[config.mk]
export PLATFORM = sky130hd
export DESIGN_NAME = pwm_output_controller
export DESIGN_NICKNAME = d
export VERILOG_FILES = /design/src/rtl/pwm_output_controller.sv
export SDC_FILE = /design/constraint.sdc
export NUM_CORES = 1
export LEC_CHECK = 0
export CORE_MARGIN = 1.5
export CORE_UTILIZATION = 46
export DETAILED_ROUTE_END_ITERATION = 12
export GPL_ROUTABILITY_DRIVEN = 0
export PLACE_DENSITY = 0.79
export SLEW_MARGIN = 20
export SYNTH_ARGS = -nofsm -noshare
export SYNTH_HDL_FRONTEND = slang
export SYNTH_SLANG_ARGS = --single-unit
[constraint.sdc]
create_clock -name clk -period 2.1 [get_ports clk]
set_input_delay 0.42 -clock clk [delete_from_list [all_inputs] [get_ports clk]]
set_output_delay 0.42 -clock clk [all_outputs]
set_load 0.02 [all_outputs]
[src/rtl/pwm_output_controller.sv]
// Purpose: drives the 16 output pins from the SPI enable/select registers and a
//          shared, double-buffered 8-bit PWM duty cycle (prescaler + 8-bit period counter).
// Latency: out, pwm_level and period_start are registered, one cycle after cnt/duty_active/enables.
// Backpressure: none; free-running, inputs are level-sampled every clk.
//
// Ports:
//   clk, rst_n              system clock, synchronous active-low reset
//   en_reg_out_15_8/7_0     per-pin output enable
//   en_reg_pwm_15_8/7_0     per-pin PWM select (1 = follow PWM, 0 = static high)
//   pwm_duty_cycle          requested duty, captured only at period boundaries
//   out                     registered pin drive
//   pwm_level               registered shared PWM waveform
//   period_start            one-cycle pulse in the first cycle of each PWM period
module pwm_output_controller #(
  parameter int unsigned CLK_DIV = 3000,
  parameter int unsigned DIV_W   = 12
) (
  input  logic        clk,
  input  logic        rst_n,
  input  logic [7:0]  en_reg_out_7_0,
  input  logic [7:0]  en_reg_out_15_8,
  input  logic [7:0]  en_reg_pwm_7_0,
  input  logic [7:0]  en_reg_pwm_15_8,
  input  logic [7:0]  pwm_duty_cycle,
  output logic [15:0] out,
  output logic        pwm_level,
  output logic        period_start
);

  // Terminal prescaler count; CLK_DIV must fit in DIV_W bits.
  localparam logic [DIV_W-1:0] PRESC_MAX = DIV_W'(CLK_DIV - 1);

  logic [DIV_W-1:0] presc;
  logic [7:0]       cnt;
  logic [7:0]       duty_active;

  logic             tick;
  logic             wrap;
  logic             pwm_raw;
  logic [15:0]      en_out;
  logic [15:0]      en_pwm;
  logic [15:0]      out_nxt;

  assign en_out = {en_reg_out_15_8, en_reg_out_7_0};
  assign en_pwm = {en_reg_pwm_15_8, en_reg_pwm_7_0};

  assign tick = (presc == PRESC_MAX);
  // Last step of the period: the duty buffer reloads here so the new value
  // applies from cnt == 0 of the following period.
  assign wrap = tick && (cnt == 8'hFF);

  always_comb begin
    pwm_raw = 1'b0;
    out_nxt = '0;
    // 0xFF is special-cased so full duty never dips low at cnt == 255.
    if (duty_active == 8'hFF) begin
      pwm_raw = 1'b1;
    end else begin
      pwm_raw = (cnt < duty_active);
    end
    // Disabled pins are low; enabled pins either follow PWM or sit high.
    out_nxt = en_out & (~en_pwm | {16{pwm_raw}});
  end

  always_ff @(posedge clk) begin
    if (!rst_n) begin
      presc        <= '0;
      cnt          <= '0;
      duty_active  <= '0;
      out          <= '0;
      pwm_level    <= 1'b0;
      period_start <= 1'b0;
    end else begin
      if (tick) begin
        presc <= '0;
        cnt   <= cnt + 8'd1;
      end else begin
        presc <= presc + 1'b1;
      end
      if (wrap) begin
        duty_active <= pwm_duty_cycle;
      end
      pwm_level    <= pwm_raw;
      period_start <= wrap;
      out          <= out_nxt;
    end
  end

endmodule

# Word level (Yosys, flattened, before mapping)
# Cells that the tools add are included.
# totals
regBits	46
out_inout_bits	18
# op_classes
add_sub_neg	2
order_cmp	1
n_eq_ne	3
muxes	1
bitwise_logic	4
reduce_logical	2
# ops
op	count
$and 16x16->16	1
$eq 8x8->1 const B	2
$not 16->16	1
$or 16x16->16	1
$add 12x1->12 const B	1
$eq 12x12->1 const B	1
$add 8x1->8 const B	1
$lt 8x8->1	1
$reduce_or 2->1	1
$logic_and 1x1->1	1
$mux 1	1
$not 1->1	1

# Logic depth before layout (Yosys ltp)
# logic_depth
depth_word	4
depth_mapped	7
depth_no_buf	6

# Worst setup path before layout
# OpenSTA, ideal clock, no wires.
# synth_path
path_kind	register to register
startpoint	reg duty_active[7]
endpoint	reg out[10]
arrival_time_ps	1656
slack_ps	325
stages_incl_launch_ff	8
cell_sequence	dfxtp_1 -> inv_1 -> ha_1 -> and4_1 -> o21ai_0 -> o32ai_2 -> buf_2 -> a21oi_1
# synth_via
elab_chain_len	4
# synth_lines
element	line	source
from (decl)	35	logic [7:0] duty_active;
from (signal assigned)	81	duty_active <= pwm_duty_cycle;
$lt 8x8->1 or $eq 8x8->1 (tied branches)	59, 56	
$mux 1 (*)	56	if (duty_active == 8'hFF) begin
$or 16x16->16 (*)	62	out_nxt = en_out & (~en_pwm | {16{pwm_raw}});
$and 16x16->16 (*)	62	
to (signal assigned)	85	out <= out_nxt;
to (decl)	25	output logic [15:0] out,
# Every way passes the cells marked *; elsewhere a longest branch is shown, timed or not.
# A chain may end at the register's enable or synchronous reset.

# Worst setup path after layout
# layout_path
startpoint	reg duty_active[6]
endpoint	reg out[10]
# The elaborated chain is that of the path after synthesis.

==> summary by stage <==
Critical path
The most critical setup path has its startpoint at duty_active[6]$_SDFFE_PN0P_. The highest net fanout along the worst path is 13. The element type at the critical path start is a register. STA classifies the critical path endpoint as a register. By startpoint and endpoint, the worst setup path is classified as register to register. Measured in cells, the most critical reg-to-reg path has a length of 7. Data on the critical path is required at its endpoint by between 2 and 2.5 ns. The launch point of the worst reg-to-reg path is duty_active[6]$_SDFFE_PN0P_. Data arrives at the worst endpoint at around 2.0 ns.

Clock network
The later pin in the worst-skew pair is clocked with a latency of approximately 0.30 ns. Post-CTS timing repair inserted 0 buffers for setup. The number of hold buffers added after cts is 0.

The clock transition at the registers of the reported paths is approximately 0.080 ns. The H-tree generated during clock tree synthesis spans 2 levels. Counting every sink on the clock net gives 46. Gates resized during post-CTS repair numbered 0. TritonCTS built the clock tree. Buffers inserted during clock tree synthesis total 5. The buffer cell driving the clock tree root is clkbuf_8. The maximum clock path buffer count is 2.

Global route
Global routing used 33.3% of the available met2 tracks. For this run, the total global-route usage over all layers was measured as 20.8%. The pin count of the biggest net entering global routing is 20. The initial antenna violation count is 0. The via count of the first global-routing pass is 1612. The first global-routing pass estimated slightly above 7000 µm of wire.

Global routing used around 25% of the available met1 tracks. The highest-utilization routing layer at the global route stage is met2. After global routing the overflow that remains totals 0. The met3 capacity usage during global routing is around 7.9%.

Timing
The ratio of final minimum period to clock period is between 80 and 90%. Derived from the worst setup path, the maximum achievable clock frequency is between 500 and 600 MHz. For the pin with the worst max-slew slack, the measured transition is ~0.6 ns.

Setup violations remaining at the end of the flow were counted as 0. The count of final max-slew check failures was 0. The setup total negative slack is 0 ns. For the finished layout, the period the worst path requires is approximately 1.8 ns.

The worst pin sits at a relative slew slack of between 60 and 70%. The total count of hold-check failures in the final report was 0. The worst setup skew after layout is between 0.009 and 0.01 ns.

Setup repair after global routing left no endpoint under its margin.

Final layout
The summed area of non-filler cells in the final layout is 2710 µm². The share of post-route cells with drive strength above 1 is 5.65%. The area of the multi-input gates is 950 µm².

After filler insertion, the fill cell instance count of the layout stands at 356. The final non-filler cell total is between 300 and 400. The net count of the finished layout is 333.

The sequential cells in the finished layout cover a total of 921 µm². The post-synthesis to final-layout area growth is 39.8%. 0 antenna diodes ended up in the layout.

Detailed routing
After detailed routing, the total wire length is between 4000 and 5000 µm. The count of TritonRoute iterations in the first routing pass is 4. In the final routed layout, each cell accounts on average for roughly 14 µm.

The number of vias per cell after detailed routing is between 5 and 6. The number of design-rule violations left by the first detailed-router iteration is 101. The overall via count from detail_route is around 1800.

The number of remaining DRC errors is 0. The number of nets with antenna violations after routing is 0.

Die
Measured along the y axis, the die boundary spans slightly below 70 µm. After floorplanning, the core was sized to cover approximately 4000 µm². For this design the top-level I/O count stands at 60. The area enclosed by the die boundary is about 4600 µm². The initial utilization of the core area, before any placement, comes to approximately 48%. The die width is just under 70 µm. The initialized floorplan defines 23 standard-cell rows.

Flow run
The tool flagged a number of max-cap violations equal to 0.

Yosys
The Yosys warning count is 0. The post-synthesis cell count is 218. In the synthesized netlist the async set-or-reset flop fraction comes to 0%. Sequential elements use a little under half of the synthesized area.

Each instance of the synthesized netlist takes up on average 8.88 µm². The flip-flop cell with the highest count after synthesis is dfxtp_1. The number of different library cells in the post-synthesis netlist is 33. The synthesis-stage register bit count is 46. Counting every net in the synthesized netlist gives 269. The area of the mapped netlist is just under 2000 µm². The count of flip-flops with a built-in enable after synthesis is 0.

Power
Power spread over the standard cell area amounts to between 600 and 700 nW/µm². Net switching is about a fifth of the power. Registers are responsible for between 50% and 60% of the overall power. The worst IR drop on VDD is around 0.00048 V. For this design the static power due to leakage is roughly 0.99 nW. Cell internal power was estimated by the tool at 0.00134 W. The clock share of power is 38.3%. In this run the power spent charging and discharging nets is ~0.00036 W. The combinational group share of total power is a little under a tenth.

Placement
Buffers placed on the I/O ports in this run total 59. In this run, placement finished with an instance count of ~330. The area of placed instances is 2590 µm². Detailed placement ended at an HPWL of 3310 µm.

Min path
The worst hold path belongs to the class register to register. The cell count of the worst hold path is 1. The startpoint of the worst hold path is presc[0]$_SDFF_PP0_.

Status
The flow ran to the end, and the final reports show no timing, DRC or antenna violations.
flip-flops by register name, summed over array words and instances (netlist names):
register and cells:
presc 12, cnt 8, period_start 1, out 16, duty_active 8, pwm_level 1
placed cells by master (no fill, tap or decap), types with 2 or more instances in the layout:
cell type and n:
xnor2_1 5, nand2b_1 2, and3_1 5, ha_1 9, nand3_1 12, o31ai_1 3
dfxtp_1 46, nand2_1 23, and4_1 3, nand4_1 9, inv_1 8, xor2_1 7
clkdlybuf4s50_1 59, or4_1 3, a21oi_1 30, clkbuf_8 5, o21ai_0 11, nor2_1 20
buf_4 5, or3_1 2
power by group through the flow:
stage / registers (W) / logic, W / clock network (W)
floorplan: 0.000932 / 0.0000286 / 0
global placement: 0.000916 / 0.000153 / 0
detailed placement: 0.000917 / 0.000155 / 0
CTS: 0.000897 / 0.000156 / 0.000670
global route: 0.000899 / 0.000168 / 0.000697
finish: 0.000897 / 0.000155 / 0.000652
synth_stat cells (2+ instances only):
library cell	number	area (µm²)
and3_1	5	31.3
nand2b_1	2	12.5
o31ai_1	3	22.5
dfxtp_1	46	921
nor2_1	20	75.1
xor2_1	7	61.3
nand2_1	23	86.3
ha_1	9	113
clkbuf_1	5	18.8
a21oi_1	30	150
xnor2_1	5	43.8
nand4_1	9	56.3
nand3_1	12	60.1
o21ai_0	11	55.1
or3_1	2	12.5
and4_1	3	26.3
inv_1	8	30.0
or4_1	3	22.5
worst paths after layout:
kind / slack, ns / to
max: 0.27 / out[10]$_SDFF_PN0_
min reg2reg: 0.49 / presc[0]$_SDFF_PP0_
max reg2reg: 0.27 / out[10]$_SDFF_PN0_
min: 0.49 / presc[0]$_SDFF_PP0_
layer usage:
layer  share of wire, %  wire length (µm)  vias up
met5                  0                 0        -
met4                1.2                55        0
met3                5.1               229        7
met2                 50              2270       42
met1                 43              1950      843
li1                   -                 -      900
critical path, cell delays in order (launching register included):
cell and delay [ns]:
dfxtp_1 0.37, inv_1 0.06, ha_1 0.31, and4_1 0.19, o21ai_0 0.11, o32ai_2 0.34, buf_4 0.25, a21oi_1 0.09
per-stage QoR:
stage	hold WS (ns)	worst slack (ns)	util (%)	power, W
after floorplan	0.426	0.325	-	0.000961
after global placement	0.434	0.371	64.4	0.00107
after detailed placement	0.467	0.294	64.4	0.00107
after CTS	0.495	0.266	67.1	0.00172
after global routing	0.526	0.0950	67.1	0.00176
final	0.494	0.274	67.1	0.00170
cell type report:
class                      count  area share, %
clock inverter                 2           1.39
inverter                       9           1.25
clock buffer                   6           2.68
sequential                    46           34.0
multi-input combinational    156           35.1
timing repair buffer          64           23.2
tap                           50           2.31
logic make-up after synthesis:
kind of cell             count (synthesis)  share of synthesized area, %
AND/OR/NAND/NOR                         85                          22.9
buffers and inverters                   16                          3.36
flip-flops                              46                          47.6
multiplexers                             1                         0.517
adder cells (fa/ha/maj)                  9                          5.82
XOR/XNOR                                12                          5.43
AO/OA/AOI/OAI                           49                          14.4
(Power assumes the default switching activity.)
